**src/rtl/hazard_ctrl_if.sv**
```systemverilog
// Pipeline-control bundle between the core datapath and the hazard sequencer.
// slave  : the sequencer's view (hazard inputs in, stall/flush controls out)
// master : the datapath's view
interface hazard_ctrl_if #(
    parameter int CNT_W = 32
);
    // hazard sources
    logic [4:0]       id_rs1;
    logic [4:0]       id_rs2;
    logic             id_use_rs1;
    logic             id_use_rs2;
    logic [4:0]       ex_rd;
    logic             ex_mem_read;
    logic             ex_redirect;
    logic             mem_req;
    logic             mem_ready;
    logic             halt_req;
    // per-stage controls
    logic             pc_stall;
    logic             if_id_stall;
    logic             if_id_flush;
    logic             id_ex_stall;
    logic             id_ex_flush;
    logic             ex_mem_stall;
    logic             mem_wb_flush;
    // status
    logic             halted;
    logic             mem_err;
    logic [CNT_W-1:0] stall_cnt;
    logic [CNT_W-1:0] flush_cnt;

    modport slave (
        input  id_rs1, id_rs2, id_use_rs1, id_use_rs2, ex_rd, ex_mem_read,
               ex_redirect, mem_req, mem_ready, halt_req,
        output pc_stall, if_id_stall, if_id_flush, id_ex_stall, id_ex_flush,
               ex_mem_stall, mem_wb_flush, halted, mem_err, stall_cnt, flush_cnt
    );

    modport master (
        output id_rs1, id_rs2, id_use_rs1, id_use_rs2, ex_rd, ex_mem_read,
               ex_redirect, mem_req, mem_ready, halt_req,
        input  pc_stall, if_id_stall, if_id_flush, id_ex_stall, id_ex_flush,
               ex_mem_stall, mem_wb_flush, halted, mem_err, stall_cnt, flush_cnt
    );
endinterface

```
**src/rtl/hazard_ctrl.sv**
```systemverilog
// Central pipeline sequencer for the 5-stage RV32 core: per-stage stall/flush
// generation, debug-halt drain FSM, memory-timeout flag and perf counters.
module hazard_ctrl #(
    parameter int CNT_W        = 32,
    parameter int DRAIN_CYCLES = 3,
    parameter int MEM_TIMEOUT  = 1024
) (
    input  logic           clk,
    input  logic           rst,    // active-low, asynchronous
    hazard_ctrl_if.slave   bus
);
    localparam int DRAIN_W = (DRAIN_CYCLES < 2) ? 1 : $clog2(DRAIN_CYCLES + 1);
    localparam int WAIT_W  = (MEM_TIMEOUT  < 2) ? 1 : $clog2(MEM_TIMEOUT + 1);

    localparam logic [DRAIN_W-1:0] DRAIN_LOAD = DRAIN_W'(DRAIN_CYCLES);
    localparam logic [DRAIN_W-1:0] DRAIN_ONE  = DRAIN_W'(1);
    localparam logic [WAIT_W-1:0]  WAIT_MAX   = WAIT_W'(MEM_TIMEOUT);
    localparam logic [WAIT_W-1:0]  WAIT_ONE   = WAIT_W'(1);
    localparam logic [CNT_W-1:0]   CNT_ONE    = CNT_W'(1);

    typedef enum logic [1:0] {
        ST_RUN    = 2'd0,
        ST_DRAIN  = 2'd1,
        ST_HALTED = 2'd2
    } state_e;

    state_e             state_q,     state_d;
    logic [DRAIN_W-1:0] drain_cnt_q, drain_cnt_d;
    logic [WAIT_W-1:0]  wait_cnt_q,  wait_cnt_d;
    logic               mem_err_q,   mem_err_d;
    logic [CNT_W-1:0]   stall_cnt_q, stall_cnt_d;
    logic [CNT_W-1:0]   flush_cnt_q, flush_cnt_d;

    logic mem_busy;
    logic load_use;
    logic pc_stall, if_id_stall, if_id_flush, id_ex_stall;
    logic id_ex_flush, ex_mem_stall, mem_wb_flush;

    assign mem_busy = bus.mem_req & ~bus.mem_ready;
    assign load_use = bus.ex_mem_read & (bus.ex_rd != 5'd0) &
                      ((bus.id_use_rs1 & (bus.id_rs1 == bus.ex_rd)) |
                       (bus.id_use_rs2 & (bus.id_rs2 == bus.ex_rd)));

    // State register: FSM, drain/wait counters, sticky error and perf counters
    always_ff @(posedge clk or negedge rst) begin
        if (!rst) begin
            state_q     <= ST_RUN;
            drain_cnt_q <= '0;
            wait_cnt_q  <= '0;
            mem_err_q   <= 1'b0;
            stall_cnt_q <= '0;
            flush_cnt_q <= '0;
        end else begin
            state_q     <= state_d;
            drain_cnt_q <= drain_cnt_d;
            wait_cnt_q  <= wait_cnt_d;
            mem_err_q   <= mem_err_d;
            stall_cnt_q <= stall_cnt_d;
            flush_cnt_q <= flush_cnt_d;
        end
    end

    // Next-state logic: halt is only accepted once no redirect or memory wait
    // is pending; a dropped halt_req aborts the drain since ID is being held.
    always_comb begin
        state_d     = state_q;
        drain_cnt_d = drain_cnt_q;
        case (state_q)
            ST_RUN: begin
                if (bus.halt_req && !bus.ex_redirect && !mem_busy) begin
                    state_d     = ST_DRAIN;
                    drain_cnt_d = DRAIN_LOAD;
                end
            end
            ST_DRAIN: begin
                if (!bus.halt_req) begin
                    state_d     = ST_RUN;
                    drain_cnt_d = '0;
                end else if (!mem_busy) begin
                    if (drain_cnt_q == DRAIN_ONE) begin
                        state_d     = ST_HALTED;
                        drain_cnt_d = '0;
                    end else begin
                        drain_cnt_d = drain_cnt_q - DRAIN_ONE;
                    end
                end
            end
            ST_HALTED: begin
                if (!bus.halt_req) begin
                    state_d = ST_RUN;
                end
            end
            default: begin
                state_d     = ST_RUN;
                drain_cnt_d = '0;
            end
        endcase
    end

    // Next-value logic for the timeout watchdog and saturating perf counters
    always_comb begin
        wait_cnt_d = '0;
        if (mem_busy) begin
            wait_cnt_d = (wait_cnt_q == WAIT_MAX) ? wait_cnt_q : wait_cnt_q + WAIT_ONE;
        end
        mem_err_d = mem_err_q | (wait_cnt_d == WAIT_MAX);

        stall_cnt_d = stall_cnt_q;
        if ((state_q == ST_RUN) && pc_stall && !(&stall_cnt_q)) begin
            stall_cnt_d = stall_cnt_q + CNT_ONE;
        end
        flush_cnt_d = flush_cnt_q;
        if ((state_q == ST_RUN) && bus.ex_redirect && !mem_busy && !(&flush_cnt_q)) begin
            flush_cnt_d = flush_cnt_q + CNT_ONE;
        end
    end

    // Output logic: zero-latency controls, priority mem_busy > state > redirect
    // > load_use; everything is held at zero while reset is asserted.
    always_comb begin
        pc_stall     = 1'b0;
        if_id_stall  = 1'b0;
        if_id_flush  = 1'b0;
        id_ex_stall  = 1'b0;
        id_ex_flush  = 1'b0;
        ex_mem_stall = 1'b0;
        mem_wb_flush = 1'b0;
        if (rst) begin
            if (mem_busy) begin
                // freeze everything up to MEM, bubble into WB
                pc_stall     = 1'b1;
                if_id_stall  = 1'b1;
                id_ex_stall  = 1'b1;
                ex_mem_stall = 1'b1;
                mem_wb_flush = 1'b1;
            end else if (state_q != ST_RUN) begin
                // keep the ID instruction parked so it runs on resume
                pc_stall    = 1'b1;
                if_id_stall = 1'b1;
                id_ex_flush = 1'b1;
            end else if (bus.ex_redirect) begin
                if_id_flush = 1'b1;
                id_ex_flush = 1'b1;
            end else if (load_use) begin
                pc_stall    = 1'b1;
                if_id_stall = 1'b1;
                id_ex_flush = 1'b1;
            end
        end
    end

    assign bus.pc_stall     = pc_stall;
    assign bus.if_id_stall  = if_id_stall;
    assign bus.if_id_flush  = if_id_flush;
    assign bus.id_ex_stall  = id_ex_stall;
    assign bus.id_ex_flush  = id_ex_flush;
    assign bus.ex_mem_stall = ex_mem_stall;
    assign bus.mem_wb_flush = mem_wb_flush;
    assign bus.halted       = (state_q == ST_HALTED);
    assign bus.mem_err      = mem_err_q;
    assign bus.stall_cnt    = stall_cnt_q;
    assign bus.flush_cnt    = flush_cnt_q;
endmodule

```
**src/flat_wrapper.sv**
```systemverilog
// flat-port wrapper written by rule: the top's interface ports become plain ports
module hazard_ctrl_flat 
#(
    parameter int CNT_W        = 32,
    parameter int DRAIN_CYCLES = 3,
    parameter int MEM_TIMEOUT  = 1024
)
  (clk, rst, bus_id_rs1, bus_id_rs2, bus_id_use_rs1, bus_id_use_rs2, bus_ex_rd, bus_ex_mem_read, bus_ex_redirect, bus_mem_req, bus_mem_ready, bus_halt_req, bus_pc_stall, bus_if_id_stall, bus_if_id_flush, bus_id_ex_stall, bus_id_ex_flush, bus_ex_mem_stall, bus_mem_wb_flush, bus_halted, bus_mem_err, bus_stall_cnt, bus_flush_cnt);
  hazard_ctrl_if #(.CNT_W(CNT_W)) bus_i ();
  input  logic clk;
  input  logic rst;
  input wire logic [$bits(bus_i.id_rs1)-1:0] bus_id_rs1;
  input wire logic [$bits(bus_i.id_rs2)-1:0] bus_id_rs2;
  input wire logic [$bits(bus_i.id_use_rs1)-1:0] bus_id_use_rs1;
  input wire logic [$bits(bus_i.id_use_rs2)-1:0] bus_id_use_rs2;
  input wire logic [$bits(bus_i.ex_rd)-1:0] bus_ex_rd;
  input wire logic [$bits(bus_i.ex_mem_read)-1:0] bus_ex_mem_read;
  input wire logic [$bits(bus_i.ex_redirect)-1:0] bus_ex_redirect;
  input wire logic [$bits(bus_i.mem_req)-1:0] bus_mem_req;
  input wire logic [$bits(bus_i.mem_ready)-1:0] bus_mem_ready;
  input wire logic [$bits(bus_i.halt_req)-1:0] bus_halt_req;
  output wire logic [$bits(bus_i.pc_stall)-1:0] bus_pc_stall;
  output wire logic [$bits(bus_i.if_id_stall)-1:0] bus_if_id_stall;
  output wire logic [$bits(bus_i.if_id_flush)-1:0] bus_if_id_flush;
  output wire logic [$bits(bus_i.id_ex_stall)-1:0] bus_id_ex_stall;
  output wire logic [$bits(bus_i.id_ex_flush)-1:0] bus_id_ex_flush;
  output wire logic [$bits(bus_i.ex_mem_stall)-1:0] bus_ex_mem_stall;
  output wire logic [$bits(bus_i.mem_wb_flush)-1:0] bus_mem_wb_flush;
  output wire logic [$bits(bus_i.halted)-1:0] bus_halted;
  output wire logic [$bits(bus_i.mem_err)-1:0] bus_mem_err;
  output wire logic [$bits(bus_i.stall_cnt)-1:0] bus_stall_cnt;
  output wire logic [$bits(bus_i.flush_cnt)-1:0] bus_flush_cnt;
  assign bus_i.id_rs1 = bus_id_rs1;
  assign bus_i.id_rs2 = bus_id_rs2;
  assign bus_i.id_use_rs1 = bus_id_use_rs1;
  assign bus_i.id_use_rs2 = bus_id_use_rs2;
  assign bus_i.ex_rd = bus_ex_rd;
  assign bus_i.ex_mem_read = bus_ex_mem_read;
  assign bus_i.ex_redirect = bus_ex_redirect;
  assign bus_i.mem_req = bus_mem_req;
  assign bus_i.mem_ready = bus_mem_ready;
  assign bus_i.halt_req = bus_halt_req;
  assign bus_pc_stall = bus_i.pc_stall;
  assign bus_if_id_stall = bus_i.if_id_stall;
  assign bus_if_id_flush = bus_i.if_id_flush;
  assign bus_id_ex_stall = bus_i.id_ex_stall;
  assign bus_id_ex_flush = bus_i.id_ex_flush;
  assign bus_ex_mem_stall = bus_i.ex_mem_stall;
  assign bus_mem_wb_flush = bus_i.mem_wb_flush;
  assign bus_halted = bus_i.halted;
  assign bus_mem_err = bus_i.mem_err;
  assign bus_stall_cnt = bus_i.stall_cnt;
  assign bus_flush_cnt = bus_i.flush_cnt;
  hazard_ctrl #(.CNT_W(CNT_W), .DRAIN_CYCLES(DRAIN_CYCLES), .MEM_TIMEOUT(MEM_TIMEOUT)) u_core (.clk(clk), .rst(rst), .bus(bus_i));
endmodule
```
**config.mk**
```make
export PLATFORM = sky130hd
export DESIGN_NAME = hazard_ctrl_flat
export DESIGN_NICKNAME = d
export VERILOG_FILES = /design/src/rtl/hazard_ctrl_if.sv /design/src/rtl/hazard_ctrl.sv /design/src/flat_wrapper.sv
export SDC_FILE = /design/constraint.sdc
export NUM_CORES = 1
export LEC_CHECK = 0
export CORE_UTILIZATION = 45
export DETAILED_ROUTE_END_ITERATION = 10
export PLACE_DENSITY = 0.75
export SKIP_LAST_GASP = 1
export SLEW_MARGIN = 0
export SYNTH_ARGS = -nofsm -noshare
export SYNTH_HDL_FRONTEND = slang
export SYNTH_SLANG_ARGS = --single-unit
```
**constraint.sdc**
```tcl
create_clock -name clk -period 2.05 [get_ports clk]
set_clock_uncertainty 0.2 [all_clocks]
set_input_delay 0.205 -clock clk [delete_from_list [all_inputs] [get_ports clk]]
set_output_delay 0.205 -clock clk [all_outputs]
set_load 0.1 [all_outputs]
```
# [After elaboration in Yosys (flattened, before gate mapping)]
# Index checks and enable logic that the tools add are counted.
[classes] n_reduce_logical=18 n_mux=28 n_mul=0 shifts=0 n_lt_le_gt_ge=0 addsub=4 div=0 n_bitwise=9 n_eq_ne=11
[ops] op="32-bit by 1-bit adder with 32-bit output (second input constant)" count=2
[ops] op="32-bit AND reduction" count=2
[ops] op="11-bit equality test (second input constant)" count=2
[ops] op="11-bit two-way mux" count=2
[ops] op="2-bit two-way mux" count=9
[ops] op="1-bit two-way mux" count=15
[ops] op="2-bit case mux with 3 select lines" count=2
[ops] op="11-bit by 1-bit adder with 11-bit output (second input constant)" count=1
[ops] op="5-bit equality test" count=2
[ops] op="1-bit logical AND" count=7
[ops] op="1-bit bitwise AND" count=5
[ops] op="5-bit nonzero test" count=1
[ops] op="2-bit by 1-bit equality test with 1-bit output (second input constant)" count=2
[ops] op="1-bit logical NOT" count=4
[ops] op="4-bit AND reduction" count=1
[ops] op="3-bit by 2-bit inequality test with 1-bit output (second input constant)" count=1
[ops] op="3-bit inequality test (second input constant)" count=1
[ops] op="3-bit AND reduction" count=1
[ops] op="2-bit equality test (second input constant)" count=1
[ops] op="2-bit logical NOT" count=1
[ops] op="2-bit by 1-bit inequality test with 1-bit output (second input constant)" count=1
[ops] op="2-bit inequality test (second input constant)" count=1
[ops] op="1-bit NOT" count=2
[ops] op="1-bit OR" count=2
[ops] op="other kinds (2)" count=2
[totals] input_bits=24 word_cells=76 out_inout_bits=73 memories=0 mem_bits_ro=0 ramBits=0 regBits=80 latch_bits=0

# [Logic depth before layout (Yosys ltp)]
[logic_depth] depth_word=11 depth_mapped=9 ltp_nobuf=8

# [Least setup slack after synthesis]
# OpenSTA, ideal clock, no wires.
[synth_timing] kind="in2out" from="input bus_ex_rd[1]" to="output bus_id_ex_flush" path_stages=5 slack_ps=-855 required_ps=1645 path_buffers=0 arrival_time_ps=2500 path_cell_list="xnor2_1 -> nand4_1 -> o22ai_1 -> o211ai_1 -> a31oi_1"
[synth_between] elab_chain_cells=9 word_cells_on_any_way=13
[synth_lines] element="from (decl)" line="flat_wrapper.sv:16" text="input wire logic [$bits(bus_i.ex_rd)-1:0] bus_ex_rd;"
[synth_lines] element="5-bit equality test, on equally long branches" line="hazard_ctrl.sv:41, hazard_ctrl.sv:42"
[synth_lines] element="1-bit bitwise AND, on equally long branches" line="hazard_ctrl.sv:41, hazard_ctrl.sv:42"
[synth_lines] element="1-bit OR" line="hazard_ctrl.sv:41" text="((bus.id_use_rs1 & (bus.id_rs1 == bus.ex_rd)) |"
[synth_lines] element="1-bit bitwise AND *" line="hazard_ctrl.sv:40" text="assign load_use = bus.ex_mem_read & (bus.ex_rd != 5'd0) &"
[synth_lines] element="1-bit two-way mux *" line="hazard_ctrl.sv:144" text="end else if (load_use) begin"
[synth_lines] element="1-bit two-way mux *" line="hazard_ctrl.sv:141" text="end else if (bus.ex_redirect) begin"
[synth_lines] element="1-bit two-way mux *" line="hazard_ctrl.sv:136" text="end else if (state_q != ST_RUN) begin"
[synth_lines] element="1-bit two-way mux *" line="hazard_ctrl.sv:129" text="if (mem_busy) begin"
[synth_lines] element="1-bit two-way mux *" line="hazard_ctrl.sv:128" text="if (rst) begin"
[synth_lines] element="to (decl)" line="flat_wrapper.sv:26" text="output wire logic [$bits(bus_i.id_ex_flush)-1:0] bus_id_ex_flush;"
# Mark *: on every way between the ends. The rest lies on a longest branch, timed or not.

# [Worst setup path in the final report]
[layout_timing] from="register u_core.flush_cnt_q[22] (netlist: u_core.bus.flush_cnt[22])" to="register u_core.flush_cnt_q[18] (netlist: u_core.bus.flush_cnt[18])"
[layout_between] elab_chain_cells=3
[layout_lines] element="from (decl)" line="hazard_ctrl.sv:32" text="logic [CNT_W-1:0] flush_cnt_q, flush_cnt_d;"
[layout_lines] element="from (signal assigned)" line="hazard_ctrl.sv:59" text="flush_cnt_q <= flush_cnt_d;"
[layout_lines] element="32-bit AND reduction" line="hazard_ctrl.sv:113" text="if ((state_q == ST_RUN) && bus.ex_redirect && !mem_busy && !(&flush_cnt_q)) begin"
[layout_lines] element="1-bit logical NOT" line="hazard_ctrl.sv:113"
[layout_lines] element="1-bit logical AND" line="hazard_ctrl.sv:113"
# Every way passes these cells.
# A chain may end at the register's enable or synchronous reset.

==> qor.csv <==
metric,value,unit
Setup TNS,-2.12,ns
H-Tree Level Count,3,
reg2reg end,u_core.bus.flush_cnt[18]$_DFFE_PN0P_,
Die Y-Extent,98.2,um
"commonest cells after routing, fill and taps aside","168 x buf_4, 55 x dfrtp_4, 36 x xor2_1, 35 x xnor2_1, 34 x nand2_1",
outcome,finished with violations,
diode count,0,
worst path arrival time,2.28,ns
Final Core Density,78.7,%
I/O Buffers,96,
final instance area,6970,um^2
Setup WS post-layout,-0.163,ns
area occupied by multi-input gates,2580,um^2
"Distinct cells, synth",45,
initial antenna violation count,0,
Final #Nets,661,
Via density,5.37,
gpl congestion,0.975,
startpoint types,flop,
Worst Max-Slew Pin Slew,0.542,ns
ys flop type,dfrtp_1,
grt ovf,0,
register area,2220,um^2
clock slew at reported path FFs,0.09,ns
I/O Pins,97,
slew margin rel.,63.9,%
Residual DRC,6,
placed cell area,6170,um^2
max-cap viol count,0,
Crit Path Max Fanout,6,
Max Fclk,0.452,GHz
Vias,4003,
Pwr Density,685,nW/um^2
final worst path period need,2.21,ns
CTS Buffer Depth,2,
final hold vios,0,
DRT Pass-1 Iters,8,
Initial Util,47.0,%
Mapped Nets,451,
antenna-violating nets left,0,
sequential area share after synthesis,48.1,%
critical path class,reg2reg,
Root Buffer,clkbuf_8,
CTS tree,done,
Synth Warn #,0,
gr usage total,25.3,%
post-DR wirelength/cell,17.7,um
"FF+latch count, synth",80,
leak pwr,0.00320,uW
Worst Path Required,2.12,ns
Die Wd,98.2,um
Tcrit/Tclk final,108,%
largest net degree at the start of global routing,41,
clk sinks,80,
reg2reg setup slack,-0.16,ns
peak supply drop,0.000646,V
R2R depth,8,
r2r startpoint,u_core.bus.flush_cnt[22]$_DFFE_PN0P_,
num rows,34,
cts bufs inserted,9,
CP endpoint kind,flop,
"FFs w/ async S/R, synth",100,%
# setup viols final,42,
vias in the first global route,4023,
syn avg cell area,9.86,um^2
DR iter-0 viols,133,
Fill cells,536,
Max Transition Viols Final,0,
Setup WS pre-CTS,-0.493,ns
PnR Total Power,4770,uW
share of cells above drive strength 1,59.2,%
Mapped Cells,422,
WL final,13200,um
core area,8850,um^2
unrepaired setup endpoints after global routing,true,
global-route wire length before repair,19400,um
area of the mapped netlist,4160,um^2
"most common cell after layout, fill and taps aside",buf_4,
Area Growth Syn to Fin,67.3,%
Hold Crit Class,in2async,
Worst-Skew Late Latency,0.36,ns
die area,9640,um^2
HPWL after DPL,8410,um
"EDFF count, synth",0,
failing checks,"DRC, setup timing",
==> cell type report <==
class / count / area share (%)
multi-input combinational: 318 / 37.1
sequential: 80 / 31.9
timing repair buffer: 210 / 25.1
clock buffer: 12 / 2.23
tap: 108 / 1.94
clock inverter: 4 / 1.10
inverter: 13 / 0.701
==> through the flow <==
stage	hold WS, ns	instances
floorplan	-0.291	422
global placement	-0.0226	706
detailed placement	-0.0233	706
CTS	0.151	731
global route	0.150	745
finish	0.145	745
==> power by group <==
part | switching, uW | internal (uW)
clock network | 599 | 756
logic | 1070 | 519
registers | 96.4 | 1730
==> layer usage <==
metal / GRT usage [%] / part of all wire [%]
met2: 43.3 / 53
met3: 4.29 / 4.6
met1: 32.9 / 41
met5: 0 / 0
met4: 7.92 / 1.6
==> sequential cells by signal, indices dropped and copies added (netlist names) <==
register              flops
u_core.bus.flush_cnt     32
u_core.bus.stall_cnt     32
u_core.wait_cnt_q        11
u_core.drain_cnt_q        2
u_core.state_q            2
u_core.bus.mem_err        1
==> cell families (layout without fill, tap and decap cells) <==
| kind of cell | count (synthesis) | after routing | share of synthesized area, % |
|---|---|---|---|
| and+or+nand+nor | 199 | 199 | 24.6 |
| xor gates and xnor gates | 80 | 80 | 16.8 |
| DFF | 80 | 80 | 48.1 |
| AOI/OAI and AO/OA | 31 | 31 | 5.62 |
| buffers and inverters | 24 | 239 | 2.55 |
| adders and majority gates | 5 | 5 | 1.50 |
| muxes | 3 | 3 | 0.811 |
==> timing repair <==
action,CTS,global route
buffers inserted,8,13
pin swaps,23,35
endpoints found under the hold margin,40,0
hold buffers,1,0
endpoints found under the setup margin,46,65
gates cloned,0,2
gates resized for setup,51,88
==> synth_stat cells, types with 2 or more instances <==
cell type / count / share of area (%)
o22ai_1: 2 / 0.30
inv_1: 13 / 1.2
o21a_1: 2 / 0.36
nor4_4: 2 / 1.0
mux2_2: 3 / 0.81
dfrtp_1: 80 / 48
and2_1: 3 / 0.45
and4_1: 3 / 0.63
a31o_2: 2 / 0.42
nor2_1: 46 / 4.1
o21ai_0: 4 / 0.48
o211ai_2: 2 / 0.60
xor2_1: 36 / 7.6
buf_4: 4 / 0.72
clkbuf_1: 6 / 0.54
xnor2_1: 44 / 9.3
nand3_1: 27 / 3.2
nor2b_1: 3 / 0.45
nor4b_1: 2 / 0.42
o211ai_1: 5 / 0.90
nand4_1: 23 / 3.5
nor3_1: 18 / 2.2
nand2b_1: 5 / 0.75
and3_1: 8 / 1.2
ha_1: 5 / 1.5
a21oi_1: 5 / 0.60
nor4_1: 6 / 0.90
nand2_1: 45 / 4.1
a31oi_1: 2 / 0.30
==> worst max path at each step <==
stage | from | endpoint | slack [ns] | cells after the start
after global routing | u_core.bus.flush_cnt[5]$_DFFE_PN0P_ | u_core.bus.flush_cnt[3]$_DFFE_PN0P_ | -0.24 | 8
after floorplan | bus_mem_ready | bus_id_ex_flush | -0.29 | 5
final | u_core.bus.flush_cnt[22]$_DFFE_PN0P_ | u_core.bus.flush_cnt[18]$_DFFE_PN0P_ | -0.16 | 8
after detailed placement | bus_ex_rd[3] | u_core.bus.stall_cnt[1]$_DFFE_PN0P_ | -0.49 | 7
after CTS | u_core.bus.flush_cnt[22]$_DFFE_PN0P_ | u_core.bus.flush_cnt[18]$_DFFE_PN0P_ | -0.09 | 8
after global placement | bus_ex_rd[3] | u_core.bus.stall_cnt[1]$_DFFE_PN0P_ | -0.47 | 7
==> critical path, stage by stage, from the launching register on <==
cell	delay (ns)
dfrtp_4	0.43
nand4_4	0.10
or4_4	0.59
buf_6	0.15
nor3_4	0.15
nor3_2	0.07
buf_4	0.17
nand4_1	0.11
xnor2_1	0.15
Power figures use the tool's default switching activity.
